--- src/rtl/smart_cargo_pkg.sv ---
// Shared definitions for the smart_cargo request path: error codes, byte layout,
// request record and the state encoding of the request queue front end.
package smart_cargo_pkg;

  localparam logic [1:0] ERRO_OK      = 2'b00;
  localparam logic [1:0] ERRO_FORMATO = 2'b01;
  localparam logic [1:0] ERRO_ANDAR   = 2'b10;
  localparam logic [1:0] ERRO_CHEIA   = 2'b11;

  localparam int ORIGEM_LSB    = 0;
  localparam int DESTINO_LSB   = 2;
  localparam int TIPO_LSB      = 4;
  localparam int RESERVADO_LSB = 6;

  localparam logic [1:0] TIPO_VAZIO = 2'b00;

  localparam logic [1:0] EST_OCIOSO   = 2'd0;
  localparam logic [1:0] EST_VALIDA   = 2'd1;
  localparam logic [1:0] EST_GRAVA    = 2'd2;
  localparam logic [1:0] EST_DESCARTA = 2'd3;

  typedef struct packed {
    logic [1:0] tipo;
    logic [1:0] destino;
    logic [1:0] origem;
  } pedido_t;

  // Checks are ordered: a malformed byte is never reported as a floor or full error.
  function automatic logic [1:0] valida_pedido(input logic [7:0] b,
                                               input int         num_andares,
                                               input logic       cheia,
                                               input logic       consome);
    logic [1:0] res;
    logic [1:0] o;
    logic [1:0] d;
    logic [1:0] t;
    logic [1:0] r;
    o = b[ORIGEM_LSB +: 2];
    d = b[DESTINO_LSB +: 2];
    t = b[TIPO_LSB +: 2];
    r = b[RESERVADO_LSB +: 2];
    if (r != 2'b00 || t == TIPO_VAZIO)
      res = ERRO_FORMATO;
    else if (int'(o) >= num_andares || int'(d) >= num_andares || o == d)
      res = ERRO_ANDAR;
    else if (cheia && !consome)
      res = ERRO_CHEIA;
    else
      res = ERRO_OK;
    return res;
  endfunction

endpackage

--- src/rtl/fifo_sincrona_N.sv ---
// Small synchronous FIFO with combinational head; simultaneous push and pop
// on a full FIFO is allowed since the pop frees the slot being written.
module fifo_sincrona_N #(
  parameter int LARGURA      = 6,
  parameter int PROFUNDIDADE = 4
) (
  input  logic                            clock,
  input  logic                            reset,
  input  logic                            push_i,
  input  logic [LARGURA-1:0]              dado_i,
  input  logic                            pop_i,
  output logic [LARGURA-1:0]              dado_o,
  output logic [$clog2(PROFUNDIDADE):0]   contagem_o,
  output logic                            cheia_o,
  output logic                            vazia_o
);

  localparam int PW = $clog2(PROFUNDIDADE);

  logic [LARGURA-1:0] mem_q [PROFUNDIDADE];
  logic [PW-1:0]      wr_ptr_q;
  logic [PW-1:0]      rd_ptr_q;
  logic [PW:0]        cont_q;
  logic               push_ok;
  logic               pop_ok;

  assign vazia_o    = (cont_q == '0);
  assign cheia_o    = (cont_q == (PW+1)'(PROFUNDIDADE));
  assign contagem_o = cont_q;
  assign dado_o     = mem_q[rd_ptr_q];
  assign pop_ok     = pop_i & ~vazia_o;
  assign push_ok    = push_i & (~cheia_o | pop_ok);

  always_ff @(posedge clock or negedge reset) begin
    if (!reset) begin
      for (int i = 0; i < PROFUNDIDADE; i++) mem_q[i] <= '0;
      wr_ptr_q <= '0;
      rd_ptr_q <= '0;
      cont_q   <= '0;
    end else begin
      if (push_ok) begin
        mem_q[wr_ptr_q] <= dado_i;
        wr_ptr_q        <= wr_ptr_q + PW'(1);
      end
      if (pop_ok) rd_ptr_q <= rd_ptr_q + PW'(1);
      case ({push_ok, pop_ok})
        2'b10:   cont_q <= cont_q + (PW+1)'(1);
        2'b01:   cont_q <= cont_q - (PW+1)'(1);
        default: cont_q <= cont_q;
      endcase
    end
  end

endmodule

--- src/rtl/fila_pedidos_serial.sv ---
// Captures request bytes from the serial receiver, validates them and queues the
// accepted ones for the control unit; rejected ones are flagged and counted.
module fila_pedidos_serial
  import smart_cargo_pkg::*;
#(
  parameter int PROFUNDIDADE = 4,
  parameter int NUM_ANDARES  = 4
) (
  input  logic                          clock,
  input  logic                          reset,
  input  logic                          serial_pronto,
  input  logic [7:0]                    dados_serial,
  input  logic                          consome,
  output logic                          pedido_valido,
  output logic [1:0]                    origem,
  output logic [1:0]                    destino,
  output logic [1:0]                    tipo,
  output logic                          cheia,
  output logic [$clog2(PROFUNDIDADE):0] ocupacao,
  output logic                          pedido_descartado,
  output logic [1:0]                    erro_codigo,
  output logic [7:0]                    contagem_descartes
);

  logic       pronto_q;
  logic [1:0] estado_q, estado_d;
  logic [7:0] captura_q, captura_d;
  logic [1:0] erro_q, erro_d;
  logic [7:0] descartes_q, descartes_d;

  logic       borda;
  logic       fifo_push;
  logic       fifo_cheia;
  logic       fifo_vazia;
  pedido_t    cabeca;
  pedido_t    entrada;

  assign borda     = serial_pronto & ~pronto_q;
  assign fifo_push = (estado_q == EST_GRAVA);
  assign entrada   = pedido_t'(captura_q[5:0]);

  always_comb begin
    estado_d    = estado_q;
    captura_d   = captura_q;
    erro_d      = erro_q;
    descartes_d = descartes_q;
    case (estado_q)
      EST_OCIOSO: begin
        if (borda) begin
          captura_d = dados_serial;
          estado_d  = EST_VALIDA;
        end
      end
      EST_VALIDA: begin
        // A consome in this cycle pops at the same edge, so a full FIFO still has room for the write.
        erro_d   = valida_pedido(captura_q, NUM_ANDARES, fifo_cheia, consome);
        estado_d = (erro_d == ERRO_OK) ? EST_GRAVA : EST_DESCARTA;
      end
      EST_GRAVA: estado_d = EST_OCIOSO;
      EST_DESCARTA: begin
        if (descartes_q != 8'hFF) descartes_d = descartes_q + 8'd1;
        estado_d = EST_OCIOSO;
      end
      default: estado_d = EST_OCIOSO;
    endcase
  end

  always_ff @(posedge clock or negedge reset) begin
    if (!reset) begin
      pronto_q    <= 1'b0;
      estado_q    <= EST_OCIOSO;
      captura_q   <= '0;
      erro_q      <= ERRO_OK;
      descartes_q <= '0;
    end else begin
      pronto_q    <= serial_pronto;
      estado_q    <= estado_d;
      captura_q   <= captura_d;
      erro_q      <= erro_d;
      descartes_q <= descartes_d;
    end
  end

  fifo_sincrona_N #(
    .LARGURA      (6),
    .PROFUNDIDADE (PROFUNDIDADE)
  ) u_fifo (
    .clock      (clock),
    .reset      (reset),
    .push_i     (fifo_push),
    .dado_i     (entrada),
    .pop_i      (consome),
    .dado_o     (cabeca),
    .contagem_o (ocupacao),
    .cheia_o    (fifo_cheia),
    .vazia_o    (fifo_vazia)
  );

  assign pedido_valido      = ~fifo_vazia;
  assign cheia              = fifo_cheia;
  assign origem             = cabeca.origem;
  assign destino            = cabeca.destino;
  assign tipo               = cabeca.tipo;
  assign pedido_descartado  = (estado_q == EST_DESCARTA);
  assign erro_codigo        = erro_q;
  assign contagem_descartes = descartes_q;

endmodule
--- config.mk ---
export PLATFORM = sky130hd
export DESIGN_NAME = fila_pedidos_serial
export DESIGN_NICKNAME = d
export VERILOG_FILES = /design/src/rtl/smart_cargo_pkg.sv /design/src/rtl/fifo_sincrona_N.sv /design/src/rtl/fila_pedidos_serial.sv
export SDC_FILE = /design/constraint.sdc
export NUM_CORES = 1
export LEC_CHECK = 0
export CAP_MARGIN = 20
export CORE_UTILIZATION = 44
export CTS_BUF_LIST = sky130_fd_sc_hd__clkbuf_8
export CTS_CLUSTER_DIAMETER = 50
export CTS_CLUSTER_SIZE = 14
export DETAILED_ROUTE_END_ITERATION = 10
export GPL_TIMING_DRIVEN = 1
export HOLD_SLACK_MARGIN = 0.06
export PLACE_DENSITY = 0.74
export SYNTH_ARGS = -nofsm -noshare
export SYNTH_HDL_FRONTEND = slang
export SYNTH_SLANG_ARGS = --single-unit
--- constraint.sdc ---
create_clock -name clock -period 2.9 [get_ports clock]
set_input_delay 0.29 -clock clock [delete_from_list [all_inputs] [get_ports clock]]
set_output_delay 0.29 -clock clock [all_outputs]
set_load 0.03 [all_outputs]
==> results.toml <==
[outcome]
status = "complete, no violations"

[synthesis]
yosys_warnings = 0
synth.distinct_cells = 35
synthFlopType = "dfrtp_1"
ys_ff_latch = 52
synth-edff-count = 0
syn_inst = 173
synthArstFlopShare_pct = 100
syn_area_um2 = 2420
synth_seq_area_share_pct = 53.9
synth.avg_cell_area_um2 = 14.0
syn_nets = 192

[placed_design]
io_buffers = 33
gp_congestion = 0.711
hpwl_um = 2940

[worst_setup_path]
start_kind = "register"
crit_path_max_fanout = 8
criticalPathCategory = "register to primary output"
cp-end-kind = "primary output"
cp.required_ns = 2.61
cp.arrival_ns = 2.13

[route]
dr.pass1.iters = 4
wirelength_um = 4240
drc = 0
ant_nets = 0
vias = 1455
drtIter0Drc = 64
wl_per_cell_um = 14.9
vias_per_cell = 5.11

[hold_path]
worst_hold_path_type = "primary input to register"

[global_route]
grt_first_pass_wirelength_um = 7640
antenna_found_initial = 0
grt_max_degree = 32
grt_pass1_vias = 1515
overflow = 0
track_usage_pct = 16.8

[timing]
fin_crit_sh_pct = 83.4
final_max_slew_viol_count = 0
layout_min_cycle_time_ns = 2.42
fin_setup_tns_ns = 0
grt_setup_unrepaired = "false"
setup_violations = 0
finClkSkew_ns = 0.00876
fmax_mhz = 413
hold_viol = 0
max-slew-margin-rel_pct = 55.7
tightest_slew_ns = 0.665

[power]
peakVddDrop_uv = 548
power-per-cell-area_nw_per_um2 = 1130
p_leak_nw = 1.24

[clocking]
clkTransAtPathRegs_ns = 0.10
cts_tree = "built"
clock-sinks = 52
cts_buffers = 5
clk_latency_ns = 0.31
cts_root_buf = "clkbuf_8"
clockBufferDepth = 2
ctsHtreeMaxLevel = 2

[floorplanning]
die_w_um = 76.1
core_region_area_um2 = 5200
die_h_um = 76.1
rows = 26
io_pins = 34
fp.dieArea_um2 = 5790
initial_core_util_pct = 46.4

[layout]
nNetsFinal = 233
num_antenna_cells = 0
fillers = 436
area_growth_pct = 22.1
final_util_pct = 56.7
drive_gt1_share_pct = 28.4

[run]
maxCapViolCount = 0
stage by stage:
| step | power, W | std cells | hold WS, ns | instance area (um^2) | setup WS, ns |
|---|---|---|---|---|---|
| 2_1_floorplan | 0.00241 | 173 | -0.00559 | 2420 | 0.610 |
| 3_3_place_gp | 0.00290 | 276 | 0.376 | 2840 | 0.640 |
| 3_5_place_dp | 0.00294 | 276 | 0.368 | 2840 | 0.595 |
| 4_1_cts | 0.00337 | 285 | 0.477 | 2950 | 0.450 |
| 5_1_grt | 0.00357 | 285 | 0.484 | 2950 | 0.407 |
| 6_report | 0.00334 | 285 | 0.480 | 2950 | 0.481 |
worst paths after layout:
check                      slack [ns]                 start              endpoint  cells after the start
min in group asynchronous        0.58                 reset      u_fifo.mem_q[11]                      2
max reg2reg                      0.84  u_fifo.contagem_o[1]  u_fifo.contagem_o[2]                      9
max in group asynchronous        1.60                 reset       u_fifo.mem_q[3]                      3
max                              0.48    u_fifo.rd_ptr_q[0]            destino[1]                      2
min                              0.48         serial_pronto              pronto_q                      1
min reg2reg                      0.51       u_fifo.mem_q[1]       u_fifo.mem_q[1]                      1
per-layer routing:
metal,routed length (um),track usage (%)
met1,2120,24.6
met2,1930,25.1
met3,131,2.63
met4,55,6.92
met5,0,0
Yosys cell counts, types with 3 or more instances:
cell,n,area share (%)
and3_1,3,0.78
dfrtp_1,52,54
ha_1,6,3.1
inv_1,8,1.2
mux2_2,36,17
mux4_2,6,5.6
nand2_1,8,1.2
nand3_1,4,0.83
nand4_1,3,0.78
nor3_2,4,1.7
xnor2_1,8,2.9
xor2_1,3,1.1
cell type report:
type	instances	area, um^2	area share, %
Clock inverter	3	27.5	0.933
Inverter	8	30.0	1.02
Multi-Input combinational cell	109	1070	36.2
Sequential cell	52	1300	44.1
Tap cell	70	87.6	2.97
Timing Repair Buffer	38	365	12.4
Clock buffer	5	68.8	2.33
layout by cell type, fill, tap and decap left out, types with 2 or more instances in the layout:
cell / netlist / routed
a21boi_0: 2 / 2
nand4_1: 3 / 3
nand2b_1: 2 / 2
o31a_1: 2 / 2
and3_1: 3 / 3
buf_4: 0 / 4
ha_1: 6 / 6
o21a_1: 2 / 2
nand2_1: 8 / 8
mux4_2: 6 / 6
clkdlybuf4s50_1: 0 / 32
nor2_1: 2 / 2
xnor2_1: 8 / 8
nand3_1: 4 / 4
clkbuf_8: 0 / 5
xor2_1: 3 / 3
mux2_2: 36 / 36
o211ai_1: 2 / 2
dfrtp_1: 52 / 52
a21oi_1: 2 / 2
o21ai_0: 2 / 2
nor3_2: 4 / 4
inv_1: 8 / 8
sequential cells by signal, indices dropped and copies added, names as in the netlist:
name	cells
estado_q	2
captura_q	8
contagem_descartes	8
u_fifo.mem_q	24
u_fifo.wr_ptr_q	2
u_fifo.rd_ptr_q	2
erro_codigo	2
u_fifo.contagem_o	3
pronto_q	1
cell families (layout without fill, tap and decap cells):
logic type,count (synthesis),in the layout,share of synthesized area [%]
xor+xnor,11,11,3.99
flops,52,52,53.9
compound gates,15,15,4.40
mux,43,43,22.8
buf+inv,12,54,1.92
simple gates,33,33,9.11
fa+ha+maj,7,7,3.94
power by group:
part | internal, W | leakage [nW] | switching [W]
registers | 0.00105 | 0.636 | 0.000341
clock network | 0.000177 | 0.0463 | 0.000254
logic | 0.000811 | 0.560 | 0.000707
total | 0.00204 | 1.24 | 0.00130
worst max-delay path, stage by stage (launching register included):
cell	delay (ns)
dfrtp_1	0.64
mux4_2	0.57
clkdlybuf4s50_1	0.61
timing repair:
action	4_1_cts	5_1_grt
setup buffers	0	0
hold endpoints to repair	30	0
resized for setup	0	0
hold buffers	1	0
Note: power is estimated with default switching activity, not from simulation.
